**src/rtl/equalizer_pkg.sv**
```systemverilog
// Shared types and widths for the equalizer input AXIS interface.
package equalizer_pkg;

  localparam int AXIS_DATA_W = 128;
  localparam int AXIS_ID_W   = 8;
  localparam int AXIS_USER_W = 8;
  localparam int SAMP_W      = 32;

  typedef struct packed {
    logic [AXIS_DATA_W-1:0] tdata;
    logic [AXIS_ID_W-1:0]   tid;
    logic [AXIS_USER_W-1:0] tuser;
    logic                   tlast;
  } eq_axis_beat_t;

  typedef enum logic {
    IDLE = 1'b0,
    PACK = 1'b1
  } pkr_state_e;

endpackage

```
**src/rtl/axis_lane_packer.sv**
```systemverilog
// Accept-driven lane packer: collects LANES samples into one word, lane 0 earliest.
module axis_lane_packer #(
  parameter int SAMP_W = 32,
  parameter int LANES  = 4
) (
  input  logic                      clk,
  input  logic                      rst,
  input  logic                      clr,
  input  logic                      accept,
  input  logic [SAMP_W-1:0]         data,
  output logic [LANES*SAMP_W-1:0]   word,
  output logic                      full
);

  localparam int LANE_W = (LANES > 1) ? $clog2(LANES) : 1;

  logic [LANE_W-1:0]        lane;
  logic [LANES*SAMP_W-1:0]  shreg;

  // New samples enter the top lane and shift down, so the earliest lands in lane 0.
  assign word = {data, shreg[LANES*SAMP_W-1:SAMP_W]};
  assign full = accept && (lane == LANE_W'(LANES - 1));

  always_ff @(posedge clk) begin
    if (rst || clr) begin
      lane  <= '0;
      shreg <= '0;
    end else if (accept) begin
      shreg <= word;
      lane  <= full ? '0 : lane + 1'b1;
    end
  end

endmodule

```
**src/rtl/equalizer_in_axis_packer.sv**
```systemverilog
// Equalizer input AXIS transmitter: packs I/Q samples into beats, tags symbols and frames.
module equalizer_in_axis_packer #(
  parameter int SAMP_W    = 32,
  parameter int LANES     = 4,
  parameter int SYM_BEATS = 64,
  parameter int ID_W      = 8,
  parameter int USER_W    = 8
) (
  input  logic                     s_axis_aclk,
  input  logic                     s_axis_areset,
  input  logic [ID_W-1:0]          cfg_tid,
  input  logic [USER_W-1:0]        cfg_nsym,
  input  logic                     start,
  input  logic                     abort,
  input  logic [SAMP_W-1:0]        s_samp_tdata,
  input  logic                     s_samp_tvalid,
  output logic                     s_samp_tready,
  output logic [LANES*SAMP_W-1:0]  m_axis_tdata,
  output logic [ID_W-1:0]          m_axis_tid,
  output logic [USER_W-1:0]        m_axis_tuser,
  output logic                     m_axis_tlast,
  output logic                     m_axis_tvalid,
  output logic                     busy,
  output logic                     frame_done
);

  import equalizer_pkg::*;

  localparam int BEAT_W = (SYM_BEATS > 1) ? $clog2(SYM_BEATS) : 1;

  pkr_state_e               state, state_nxt;
  logic [ID_W-1:0]          tid_q;
  logic [USER_W-1:0]        nsym_q;
  logic [USER_W-1:0]        sym;
  logic [BEAT_W-1:0]        beat;
  logic [LANES*SAMP_W-1:0]  word;
  logic                     accept, start_ok, abort_pk, full, fire;
  logic                     last_beat, last_sym, frame_end;
  eq_axis_beat_t            out_q;
  logic                     tvalid_q, done_q;

  assign s_samp_tready = (state == PACK);
  assign busy          = (state != IDLE);
  assign accept        = s_samp_tvalid && s_samp_tready;
  assign start_ok      = (state == IDLE) && start && !abort && (cfg_nsym != '0);
  assign abort_pk      = (state == PACK) && abort;
  // Abort wins over a completing 4th sample: that beat is dropped.
  assign fire          = full && !abort_pk;
  assign last_beat     = (beat == BEAT_W'(SYM_BEATS - 1));
  assign last_sym      = (sym == nsym_q - 1'b1);
  assign frame_end     = fire && last_beat && last_sym;

  axis_lane_packer #(
    .SAMP_W (SAMP_W),
    .LANES  (LANES)
  ) u_lane_packer (
    .clk    (s_axis_aclk),
    .rst    (s_axis_areset),
    .clr    (start_ok || abort_pk),
    .accept (accept),
    .data   (s_samp_tdata),
    .word   (word),
    .full   (full)
  );

  always_ff @(posedge s_axis_aclk) begin
    if (s_axis_areset) state <= IDLE;
    else               state <= state_nxt;
  end

  always_comb begin
    state_nxt = state;
    case (state)
      IDLE:    if (start_ok) state_nxt = PACK;
      PACK:    if (abort_pk || frame_end) state_nxt = IDLE;
      default: state_nxt = IDLE;
    endcase
  end

  always_ff @(posedge s_axis_aclk) begin
    if (s_axis_areset) begin
      tid_q  <= '0;
      nsym_q <= '0;
      sym    <= '0;
      beat   <= '0;
    end else if (start_ok) begin
      tid_q  <= cfg_tid;
      nsym_q <= cfg_nsym;
      sym    <= '0;
      beat   <= '0;
    end else if (fire) begin
      beat <= last_beat ? '0 : beat + 1'b1;
      if (last_beat) sym <= sym + 1'b1;
    end
  end

  always_ff @(posedge s_axis_aclk) begin
    if (s_axis_areset) begin
      out_q    <= '0;
      tvalid_q <= 1'b0;
      done_q   <= 1'b0;
    end else begin
      tvalid_q <= fire;
      done_q   <= frame_end;
      if (fire) out_q <= '{tdata: word, tid: tid_q, tuser: sym, tlast: last_beat};
    end
  end

  assign m_axis_tdata  = out_q.tdata;
  assign m_axis_tid    = out_q.tid;
  assign m_axis_tuser  = out_q.tuser;
  assign m_axis_tlast  = out_q.tlast;
  assign m_axis_tvalid = tvalid_q;
  assign frame_done    = done_q;

endmodule
```
**config.mk**
```make
export PLATFORM = sky130hd
export DESIGN_NAME = equalizer_in_axis_packer
export DESIGN_NICKNAME = d
export VERILOG_FILES = /design/src/rtl/equalizer_pkg.sv /design/src/rtl/axis_lane_packer.sv /design/src/rtl/equalizer_in_axis_packer.sv
export SDC_FILE = /design/constraint.sdc
export NUM_CORES = 1
export LEC_CHECK = 0
export ABC_AREA = 1
export ABC_CLOCK_PERIOD_IN_PS = 2600
export CAP_MARGIN = 20
export CORE_MARGIN = 3
export CORE_UTILIZATION = 51
export CTS_BUF_LIST = sky130_fd_sc_hd__clkbuf_4 sky130_fd_sc_hd__clkbuf_8
export DETAILED_ROUTE_END_ITERATION = 10
export GPL_ROUTABILITY_DRIVEN = 0
export PLACE_DENSITY = 0.78
export SLEW_MARGIN = 20
export SYNTH_ARGS = -nofsm -noshare
export SYNTH_HDL_FRONTEND = slang
export SYNTH_HIERARCHICAL = 1
export SYNTH_SLANG_ARGS = --single-unit
```
**constraint.sdc**
```tcl
create_clock -name s_axis_aclk -period 2.6 [get_ports s_axis_aclk]
set_input_delay 0.52 -clock s_axis_aclk [delete_from_list [all_inputs] [get_ports s_axis_aclk]]
set_output_delay 0.52 -clock s_axis_aclk [all_outputs]
set_load 0.01 [all_outputs]
```
-- After elaboration in Yosys (flattened, before gate mapping)
Cells that the tools add are included.
- $add $sub $neg: 4
- eq/ne operators: 3
- muxes and demuxes: 5
- bitwise gates (word level): 1
- reduce and logical (&&, ||, !) cells: 17
- operators by type and width (cell ; count):
    $logic_and A1 B1 Y1 ; 9
    $add A8 B1 Y8 const B ; 1
    $eq A8 B8 Y1 ; 1
    $reduce_bool A8 Y1 ; 1
    $sub A8 B1 Y8 const B ; 1
    $add A6 B1 Y6 const B ; 1
    $eq A6 B6 Y1 const B ; 1
    $mux W6 ; 1
    $logic_or A1 B1 Y1 ; 3
    $add A2 B1 Y2 const B ; 1
    $eq A2 B2 Y1 const B ; 1
    $logic_not A1 Y1 ; 2
    $mux W1 ; 2
    $mux W2 ; 1
    $pmux W1 S2 ; 1
    $reduce_and A2 Y1 ; 1
    $reduce_or A2 Y1 ; 1
    $not A1 Y1 ; 1
- register bits: 308
- bits of input ports: 53
- logic and storage cells: 43

-- Depth between registers and ports, before layout
Gate-level depths: netlist of run 1.
- word-level depth: 8
- depth in mapped cells: 16
- depth with buffers taken out: 13

-- Cells and area by module
The synthesis of run 1 kept the hierarchy.
- by module, submodules not included (module ; instances ; cells an instance ; area an instance (um^2) ; sequential area each (um^2)):
    equalizer_in_axis_packer ; 1 ; 849 ; 6512.5 ; 3563.4
    axis_lane_packer ; 1 ; 656 ; 4264.1 ; 1961.9

-- Least setup slack after synthesis of run 1
Ideal clock, no wire load.
- path kind: input port to flip-flop
- start: input s_samp_tvalid
- end: register state, in the netlist busy
- library setup time: 119 ps
- data arrival time: 1884 ps
- data required time: 2481 ps
- path slack: 598 ps
- stages on the path: 16
- cell sequence: nand2_1 inv_1 buf_4 buf_6 buf_2 nand2_1 inv_1 nand2_2 inv_2 nand3_2 nor2_1 nand2_1 nor2_1 nand3_1 nand2_1 a21oi_1
- longest elaborated chain between the ends: 8
- ends and longest elaborated chain (what ; RTL line ; RTL):
    start: declaration ; equalizer_in_axis_packer.sv:16 ; input logic s_samp_tvalid,
    $logic_and A1 B1 Y1 ; equalizer_in_axis_packer.sv:44 ; assign accept = s_samp_tvalid && s_samp_tready;
    named net accept ; equalizer_in_axis_packer.sv:37 ; logic accept, start_ok, abort_pk, full, fire;
    $logic_and A1 B1 Y1 ; axis_lane_packer.sv:22 ; assign full = accept && (lane == LANE_W'(LANES - 1));
    named net full ; equalizer_in_axis_packer.sv:37 ;
    $logic_and A1 B1 Y1 ; equalizer_in_axis_packer.sv:48 ; assign fire = full && !abort_pk;
    $logic_and A1 B1 Y1 (2 in series) ; equalizer_in_axis_packer.sv:51 ; assign frame_end = fire && last_beat && last_sym;
    $logic_or A1 B1 Y1 ; equalizer_in_axis_packer.sv:75 ; PACK: if (abort_pk || frame_end) state_nxt = IDLE;
    $mux W1 ; equalizer_in_axis_packer.sv:75 ;
    $pmux W1 S2 ; equalizer_in_axis_packer.sv:73 ; case (state)
    end signal: assignment ; equalizer_in_axis_packer.sv:68 ; else state <= state_nxt;
    end: declaration ; equalizer_in_axis_packer.sv:31 ; pkr_state_e state, state_nxt;
The timed path passes the listed nets, and every way through them passes these cells.
A chain may end at the register's enable or synchronous reset.

-- Final worst setup path of run 1
- start: register out_q (netlist bit m_axis_tdata[44])
- end: output m_axis_tdata[44]
- RTL lines (what ; RTL line ; RTL):
    start: declaration ; equalizer_in_axis_packer.sv:39 ; eq_axis_beat_t out_q;
    start signal: assignment ; equalizer_in_axis_packer.sv:105 ; if (fire) out_q <= '{tdata: word, tid: tid_q, tuser: sym, tlast: last_beat};
    end: declaration ; equalizer_in_axis_packer.sv:18 ; output logic [LANES*SAMP_W-1:0] m_axis_tdata,
No word-level cell between the ends.

==> flow_metrics.tcl, run 1 <==
set metrics [dict create \
    critical_path_arrival_ns 1.51 \
    slowest_delay_ns 0.56 \
    total_power_mw 8.891 \
    drtAntennaViolNets 0 \
    ys_seq_area_frac 0.5127 \
    async_reset_ff_frac 0 \
    cts-root-buf "clkbuf_8" \
    slew_viol_final 0 \
    cts_buffer_depth 3 \
    holdPathEnd "u_lane_packer/shreg[56]" \
    fmax_mhz 491.9 \
    hold_viol 0 \
    cp.buffers_inverters 1 \
    synth_enable_flop_cells 0 \
    ctsHoldBuffers 0 \
    worst_pin_slew_ns 0.7738 \
    antenna_found_initial 0 \
    cts_sinks 276 \
    num-nets-final 1713 \
    cts_max_level 2 \
    start_util 0.5258 \
    r2r_slack_ns 0.86 \
    fin_skew_ns 0.01199 \
    dp_hpwl_um 18370 \
    worstSetupEndpointType "output port" \
    num_antenna_cells 0 \
    post-route-drc-count 0 \
    ios 202 \
    finalSetupTns_ns 0 \
    slew_headroom 0.4842 \
    die_x_um 151.4 \
    ys_top_cells_by_area "dfxtp_1 (51%), nor2_1 (18%), nand2_1 (8.5%)" \
    synth_top_area_frac 0.5127 \
    layout-drive-gt1-share 0.06813 \
    ys.flop_type "dfxtp_1" \
    grt_pass1_vias 8613 \
    leakagePower_nw 5.247 \
    reg2reg_depth 7 \
    grt_first_pass_wirelength_um 42750 \
    cp_top_family "buffers and inverters" \
    drv_cap 0 \
    finalNonFillerCells 1958 \
    synthSimpleGateAreaFrac 0.2827 \
    synthCells 1505 \
    min_path_type "reg2reg" \
    ys_seq_elements 276 \
    clock_latency_ns 0.55 \
    start_kind "flip-flop" \
    synth_nets 1562 \
    crit_type "reg2out" \
    ys_warn_count 6 \
    slowest_stage "clkdlybuf4s50_1" \
    drt-pass1-iter-count 8 \
    period_minus_slack_ns 2.033 \
    post-route-period-util 0.7819 \
    peakVddDrop_mv 0.4574 \
    synth-adder-area-share 0.004644 \
    status "finished clean" \
    crit_path_cell_trace "clkdlybuf4s50_1" \
    setup_viol 0 \
    grt_start_max_net_pins 80 \
    cts-buffers-inserted 45 \
    path_clk_slew_ns 0.06 \
    cts_resized 0 \
    yosysMostFrequentCell "nor2_1" \
    synth_top_family_by_area "simple AND/OR/NAND/NOR gates" \
    post-cts-setup-buffer-count 0 \
    crit_fanout 2 \
    die_y_um 151.4 \
    core-area_mm2 0.02049 \
    p_per_area_mw_per_mm2 649.4 \
    yosys.area.top_type "dfxtp_1" \
    hold_path_startpoint "u_lane_packer/shreg[56]" \
    avgSynthCellArea_um2 7.161 \
    cp_data_required_time_ns 2.08 \
    io_buffers 201 \
    grt.overflow.total 0 \
    dp_cells 1879 \
    synth.distinct_cells 27 \
    drtIter0Drc 594 \
    synth_common_cells "nor2_1 (512), dfxtp_1 (276), nand2_1 (245), inv_1 (119), o21ai_0 (98)" \
    cts_tree "done" \
    wl_um 26930 \
    rsz0062_at_grt "false" \
    grt_use_total 0.2300 \
    timing.rr.end "m_axis_tdata[28]" \
    synth_area_mm2 0.01078 \
    synth_compound_area_frac 0.08568 \
    die-area_mm2 0.02291 \
    via_per_inst 4.852 \
    hold_depth 2 \
    synth-xor-area-share 0.008940 \
    nFillCells 1774 \
    reg2reg_from "u_lane_packer/lane[0]" \
    muxShareOfSynthArea 0 \
    syn2layout_area_growth_pct 27.05 \
    vias 9500 \
    row_count 52 \
    wire_per_inst_um 13.76 \
]
-- per-stage QoR --
step | worst slack [ns] | instance area, µm² | utilization | hold WS [ns]
2_1_floorplan | 0.5978 | 10780 | - | 0.4370
3_3_place_gp | 0.2734 | 12720 | 0.6205 | 0.4521
3_5_place_dp | 0.2392 | 12720 | 0.6205 | 0.4525
4_1_cts | 0.5495 | 13690 | 0.6681 | 0.4700
5_1_grt | 0.4969 | 13690 | 0.6681 | 0.4894
6_report | 0.5669 | 13690 | 0.6681 | 0.4674
-- registers in the layout, summed over array words and instances (netlist names) --
| signal | count |
|---|---|
| m_axis_tvalid | 1 |
| tid_q | 8 |
| nsym_q | 8 |
| busy | 1 |
| u_lane_packer/lane | 2 |
| m_axis_tid | 8 |
| beat | 6 |
| frame_done | 1 |
| m_axis_tuser | 8 |
| sym | 8 |
| u_lane_packer/shreg | 96 |
| m_axis_tdata | 128 |
| m_axis_tlast | 1 |
-- cells in the final DEF, fill, tap and decap left out --
cell / count
a211oi_1: 1
a21oi_1: 21
buf_12: 7
buf_4: 14
bufinv_16: 1
clkbuf_4: 14
clkbuf_8: 59
clkdlybuf4s50_1: 201
clkinv_2: 4
clkinvlp_4: 1
dfxtp_1: 276
ha_1: 4
inv_1: 118
inv_2: 3
inv_4: 2
inv_6: 1
nand2_1: 245
nand2_2: 2
nand2_4: 1
nand3_1: 14
nand3_2: 1
nand4_1: 2
nor2_1: 512
nor2_4: 3
nor3_1: 1
nor3_2: 1
nor3b_1: 1
nor4_1: 2
nor4_2: 1
o21ai_0: 98
o21ai_1: 64
or2_1: 2
xnor2_1: 4
xor2_1: 7
-- final cells by class --
| class | instances | area, µm² | area share |
|---|---|---|---|
| repair buffers | 222 | 2257 | 0.1649 |
| clock buffers | 73 | 917.1 | 0.06698 |
| flip-flops and latches | 276 | 5525 | 0.4035 |
| clock inverters | 6 | 57.56 | 0.004204 |
| well taps | 270 | 337.8 | 0.02467 |
| inverters | 124 | 475.5 | 0.03473 |
| multi-input cells | 987 | 4121 | 0.3010 |
-- worst max path at each step --
stage / endpoint / slack, ns / depth (start not counted) / start
2_1_floorplan: busy / 0.60 / 16 / s_samp_tvalid
3_3_place_gp: u_lane_packer/shreg[33] / 0.27 / 10 / cfg_nsym[0]
3_5_place_dp: u_lane_packer/shreg[125] / 0.24 / 10 / cfg_nsym[7]
4_1_cts: m_axis_tdata[44] / 0.55 / 1 / m_axis_tdata[44]
5_1_grt: busy / 0.50 / 1 / busy
6_report: m_axis_tdata[44] / 0.57 / 1 / m_axis_tdata[44]
-- kinds of logic (layout without fill, tap and decap cells) --
| kind of cell | count (synthesis) | after routing |
|---|---|---|
| xor+xnor | 11 | 11 |
| fa+ha+maj | 4 | 4 |
| compound gates | 184 | 184 |
| flops | 276 | 276 |
| buf+inv | 242 | 425 |
| simple gates | 788 | 788 |
-- power breakdown --
| part | internal (mW) | switching (mW) |
|---|---|---|
| sequential | 4.30 | 0.0529 |
| combinational | 0.242 | 0.322 |
| clock | 2.32 | 1.66 |
| total | 6.86 | 2.03 |
-- per-layer routing --
| metal | global-route usage | vias up | share of wire |
|---|---|---|---|
| li1 | - | 4863 | - |
| met1 | 0.3006 | 4337 | 0.45 |
| met2 | 0.3745 | 263 | 0.46 |
| met3 | 0.05925 | 37 | 0.070 |
| met4 | 0.07117 | 0 | 0.020 |
| met5 | 0 | - | 0 |
Power figures use the tool's default switching activity.
==> inputs of run 2 (changes only) <==
- ABC_CLOCK_PERIOD_IN_PS: 2600 -> 1980
- clock period: 2.6 -> 1.98 ns (I/O delays scaled with it)
==> run 2 against run 1 <==
Sequential power grew 31%. Clock power increased by 19%. Critical endpoint is now m_axis_tdata[90]. First-iteration DRC count rose by 15%. Non-clock buffer count rose by 38. Highest routed layer unchanged. Setup slack worse by 0.48 ns. Flip-flop and latch count unchanged. Sequential share of layout area down 0.83 points.
==> flow_metrics.tcl, run 2 (same netlist as run 1, synthesis figures left out) <==
set metrics [dict create \
    start_kind "flip-flop" \
    fin_skew_ns 0.02643 \
    p_per_area_mw_per_mm2 805.8 \
    reg2reg_from "nsym_q[0]" \
    grt_pass1_vias 8986 \
    layout-drive-gt1-share 0.08547 \
    critical_path_arrival_ns 1.50 \
    hold_path_startpoint "m_axis_tlast" \
    cts-root-buf "clkbuf_8" \
    final_common_cell "nor2_1" \
    grt.overflow.total 0 \
    period_minus_slack_ns 1.892 \
    crit_fanout 2 \
    worstSetupEndpointType "output port" \
    crit_path_cell_trace "clkdlybuf4s50_1" \
    setup_slack_ns 0.08800 \
    die_y_um 151.4 \
    drtAntennaViolNets 0 \
    finalNonFillerCells 1991 \
    reg2reg_depth 13 \
    leakagePower_nw 5.445 \
    p_seq_frac 0.507 \
    fmax_mhz 528.5 \
    drv_cap 0 \
    slowest_stage "clkdlybuf4s50_1" \
    hold_viol 0 \
    cts_max_level 2 \
    power_switching_share 0.2328 \
    drtIter0Drc 682 \
    status "finished clean" \
    die-area_mm2 0.02291 \
    final_cell_mix "nor2_1 (512), dfxtp_1 (276), nand2_1 (245)" \
    dp_cells 1917 \
    cp_top_family "buffers and inverters" \
    cp_data_required_time_ns 1.58 \
    grt_start_max_net_pins 118 \
    post-cts-setup-buffer-count 0 \
    timing.rr.end "busy" \
    vias 9570 \
    peakVddDrop_mv 0.4913 \
    wire_per_inst_um 13.80 \
    min_path_type "reg2reg" \
    ios 202 \
    p_int_mw 8.643 \
    holdPathEnd "m_axis_tlast" \
    post-route-period-util 0.9556 \
    cp.buffers_inverters 1 \
    die_x_um 151.4 \
    cts-buffers-inserted 45 \
    dp_worst_setup_slack_ns -0.1920 \
    path_clk_slew_ns 0.06 \
    r2r_slack_ns 0.31 \
    drt-pass1-iter-count 5 \
    power_frac_comb 0.071 \
    slowest_delay_ns 0.56 \
    finalSetupTns_ns 0 \
    slew_viol_final 0 \
    slew_headroom 0.6854 \
    largest_reg_flops 128 \
    hold_depth 2 \
    antenna_found_initial 1 \
    cts_sinks 276 \
    grt_use_total 0.2379 \
    dp_hpwl_um 19640 \
    worst_pin_slew_ns 0.4719 \
    num-nets-final 1751 \
    p_switching_mw 2.622 \
    grt_first_pass_wirelength_um 44080 \
    total_power_mw 11.27 \
    start_util 0.5258 \
    crit_type "reg2out" \
    via_per_inst 4.807 \
    core-area_mm2 0.02049 \
    wl_um 27470 \
    clock_latency_ns 0.55 \
    cts_tree "done" \
    holdWs_ns 0.4594 \
    row_count 52 \
    cts_buffer_depth 3 \
    io_buffers 201 \
    setup_viol 0 \
    power.share.clock 0.422 \
    syn2layout_area_growth_pct 29.73 \
    ctsHoldBuffers 0 \
    rsz0062_at_grt "false" \
    post-route-drc-count 0 \
]
run 2: cell count changes in the layout (fill, tap and decap cells not counted), sizes merged:
cell           change
diode              +1
inv                +2
clkbuf             -5
bufinv             -1
clkinvlp           -1
clkdlybuf4s50      -2
dlymetal6s2s       +2
buf               +38
clkinv             -1
run 2: metrics by stage:
stage | area, µm² | utilization
3_5_place_dp | 13120 | 0.6399
2_1_floorplan | 10780 | -
6_report | 13980 | 0.6822
3_3_place_gp | 13120 | 0.6399
4_1_cts | 13970 | 0.6818
5_1_grt | 13980 | 0.6822
run 2: how the worst max path moves through the flow:
stage	cells past startpoint	startpoint	end	slack, ns
floorplan	16	busy	busy	0.07
global placement	10	s_samp_tvalid	m_axis_tdata[0]	-0.12
detailed placement	10	cfg_nsym[7]	u_lane_packer/shreg[38]	-0.19
CTS	1	m_axis_tdata[84]	m_axis_tdata[84]	0.03
global route	1	busy	s_samp_tready	0.02
finish	1	m_axis_tdata[90]	m_axis_tdata[90]	0.09
run 2: power groups by stage:
stage          Sequential (mW)  Clock [mW]  Combinational [mW]
6_report                  5.71        4.75               0.800
5_1_grt                   5.72        5.10               0.903
4_1_cts                   5.71        4.86               0.802
3_5_place_dp              5.83           0               0.795
3_3_place_gp              5.83           0               0.780
2_1_floorplan             5.80           0               0.532
run 2: repair_timing:
item                                    4_1_cts  5_1_grt
resized for setup                             0        2
endpoints found under the setup margin        0        2
endpoints found under the hold margin         0        0
run 2: per-layer routing:
metal	GRT usage	wire length, µm	share of wire
met5	0	0	0
met4	0.06754	455	0.017
met3	0.06074	1994	0.073
met2	0.3959	12870	0.47
met1	0.3066	12160	0.44
run 2: cell type report:
type / instances / area [µm²]
Fill cell: 1768 / 6514
Sequential cell: 276 / 5525
Multi-Input combinational cell: 987 / 4121
Timing Repair Buffer: 260 / 2660
Clock buffer: 68 / 823.3
Inverter: 124 / 475.5
Tap cell: 270 / 337.8
Clock inverter: 5 / 35.03
Antenna cell: 1 / 2.502
==> RTL edit, RTL diff (config.mk and constraints of run 1) <==
Set the parameter `SYM_BEATS` to 32 (it was 64).
--- a/src/rtl/equalizer_in_axis_packer.sv
+++ b/src/rtl/equalizer_in_axis_packer.sv
@@ -2,7 +2,7 @@
 module equalizer_in_axis_packer #(
   parameter int SAMP_W    = 32,
   parameter int LANES     = 4,
-  parameter int SYM_BEATS = 64,
+  parameter int SYM_BEATS = 32,
   parameter int ID_W      = 8,
   parameter int USER_W    = 8
 ) (
Behaviour: no difference found for any inputs over 4 cycles, from zero or initial values and one cycle with s_axis_areset high; that may be too few to reach the edited logic, so the function may still have changed.
==> RTL edit against run 1 <==
- wire length is 0.61% higher
- count of clock-buffer cells in the layout down 1
- synthesized area did not move
- core utilization is 0.32 points lower
- power is 1.7% lower
- maximum frequency decreased by 4.3%
- worst setup slack worse by 0.092 ns
- design area shrank 0.48%
- first-iteration DRC count decreased by 5.6%
- sequential cell count is 1 lower
- critical path depth is the same
- largest cell class unchanged
==> RTL edit: results (changes against run 1) <==
pre-CTS setup slack 0.229 ns (was 0.239 ns); Synth area leaders dfxtp_1 51%, nor2_1 18%, nand2_1 8.5% (unchanged); skew final 0.0278 ns (was 0.0120 ns); placed cell areas 0.0127 mm² (about the same); fin nets 1707 (was 1713); CP endpoint busy (was m_axis_tdata[44]); Syn Nets 1559 (was 1562); largest net degree at the start of global routing 197 (was 80); slowest stage cell, crit path clkdlybuf4s50_1 (unchanged); Hold Path Sink u_lane_packer/shreg[36]$_SDFFE_PP0P_ (was u_lane_packer/shreg[56]$_SDFFE_PP0P_); vias in the first global route 8754 (was 8613); drt first pass iters 6 (was 8); GRT Total Usage 23.3% (was 23.0%); Worst path max stage delay 0.59 ns (was 0.56 ns); layout cells sized above 1 6.49% (was 6.81%); Post-synth top cells 515 x nor2_1, 275 x dfxtp_1, 244 x nand2_1 (was 512 x nor2_1, 276 x dfxtp_1, 245 x nand2_1); via count 9502 (was 9500); Clk Latency, worst-skew pair 0.57 ns (was 0.55 ns); critical register-to-register path startpoint beat[0]$_SDFFE_PP0P_ (was u_lane_packer/lane[0]$_SDFFE_PP0P_); DR iter-0 viols 561 (was 594); Slew @ Worst Pin 0.801 ns (was 0.774 ns); status finished clean (unchanged); Max IR drop VDD 0.453 mV (was 0.457 mV); global-route wire length before repair 43.3 mm (was 42.8 mm); beginning of the worst hold path u_lane_packer/shreg[36]$_SDFFE_PP0P_ (was u_lane_packer/shreg[56]$_SDFFE_PP0P_); final wirelength 27.1 mm (was 26.9 mm); fillcell total 1806 (was 1774); XOR/XNOR share of the synthesized area 0.975% (was 0.894%); Compound-Gate Fraction of Synth Area 8.42% (was 8.57%); Tmin final 2.13 ns (was 2.03 ns); post-synthesis cell type count 31 (was 27); yosys warns 6 (unchanged); Syn Inst Count 1501 (was 1505); CP arrival 1.61 ns (was 1.51 ns); r2r endpoint busy$_SDFF_PP0_ (was m_axis_tdata[28]$_SDFFE_PP0P_); flop2flop setup slack 0.75 ns (was 0.86 ns); register area share after synthesis 51.1% (was 51.3%); Reg2Reg Depth 13 (was 7); post-synthesis adder-cell area fraction 0.581% (was 0.464%)
## RTL edit: worst register-to-register path, stage by stage, from the launching register on
cell and delay, ns:
dfxtp_1 0.37, ha_1 0.16, inv_1 0.05, nor3_1 0.14
ha_1 0.17, inv_1 0.10, nor2_8 0.17, inv_4 0.08
nor2_1 0.10, nand2_1 0.05, nor2_1 0.10, nand3_1 0.10
nand2_1 0.07, a21oi_1 0.06
## RTL edit: stage by stage
stage	util (%)	hold WS [ns]
2_1_floorplan	-	0.442
3_3_place_gp	61.9	0.452
3_5_place_dp	61.9	0.460
4_1_cts	66.5	0.468
5_1_grt	66.5	0.489
6_report	66.5	0.469
## RTL edit: per-layer routing
| metal | wire [µm] | GRT usage [%] | up-vias |
|---|---|---|---|
| met2 | 12400 | 37.4 | 261 |
| met4 | 663 | 7.71 | 0 |
| met3 | 2220 | 7.09 | 54 |
| met1 | 11800 | 30.0 | 4346 |
| li1 | - | - | 4841 |
| met5 | 0 | 0 | - |
## RTL edit: area by class of cell
cell class	instances	area (µm²)	share of cell area, %
multi-input cells	985	4130	30.3
flip-flops and latches	275	5510	40.4
clock buffers	72	897	6.58
clock inverters	5	35.0	0.257
repair buffers	218	2240	16.4
inverters	124	478	3.51
well taps	270	338	2.48
## RTL edit: cells by family after synthesis
family                   count (synthesis)
AND/OR/NAND/NOR                        789
flip-flops                             275
buffers and inverters                  241
AO/OA/AOI/OAI                          179
XOR/XNOR                                12
adder cells (fa/ha/maj)                  5
## RTL edit: power breakdown
part	internal, µW	total [µW]	switching, µW
Combinational	240	568	328
Sequential	4280	4330	51.4
Clock	2180	3840	1660
Total	6700	8740	2040
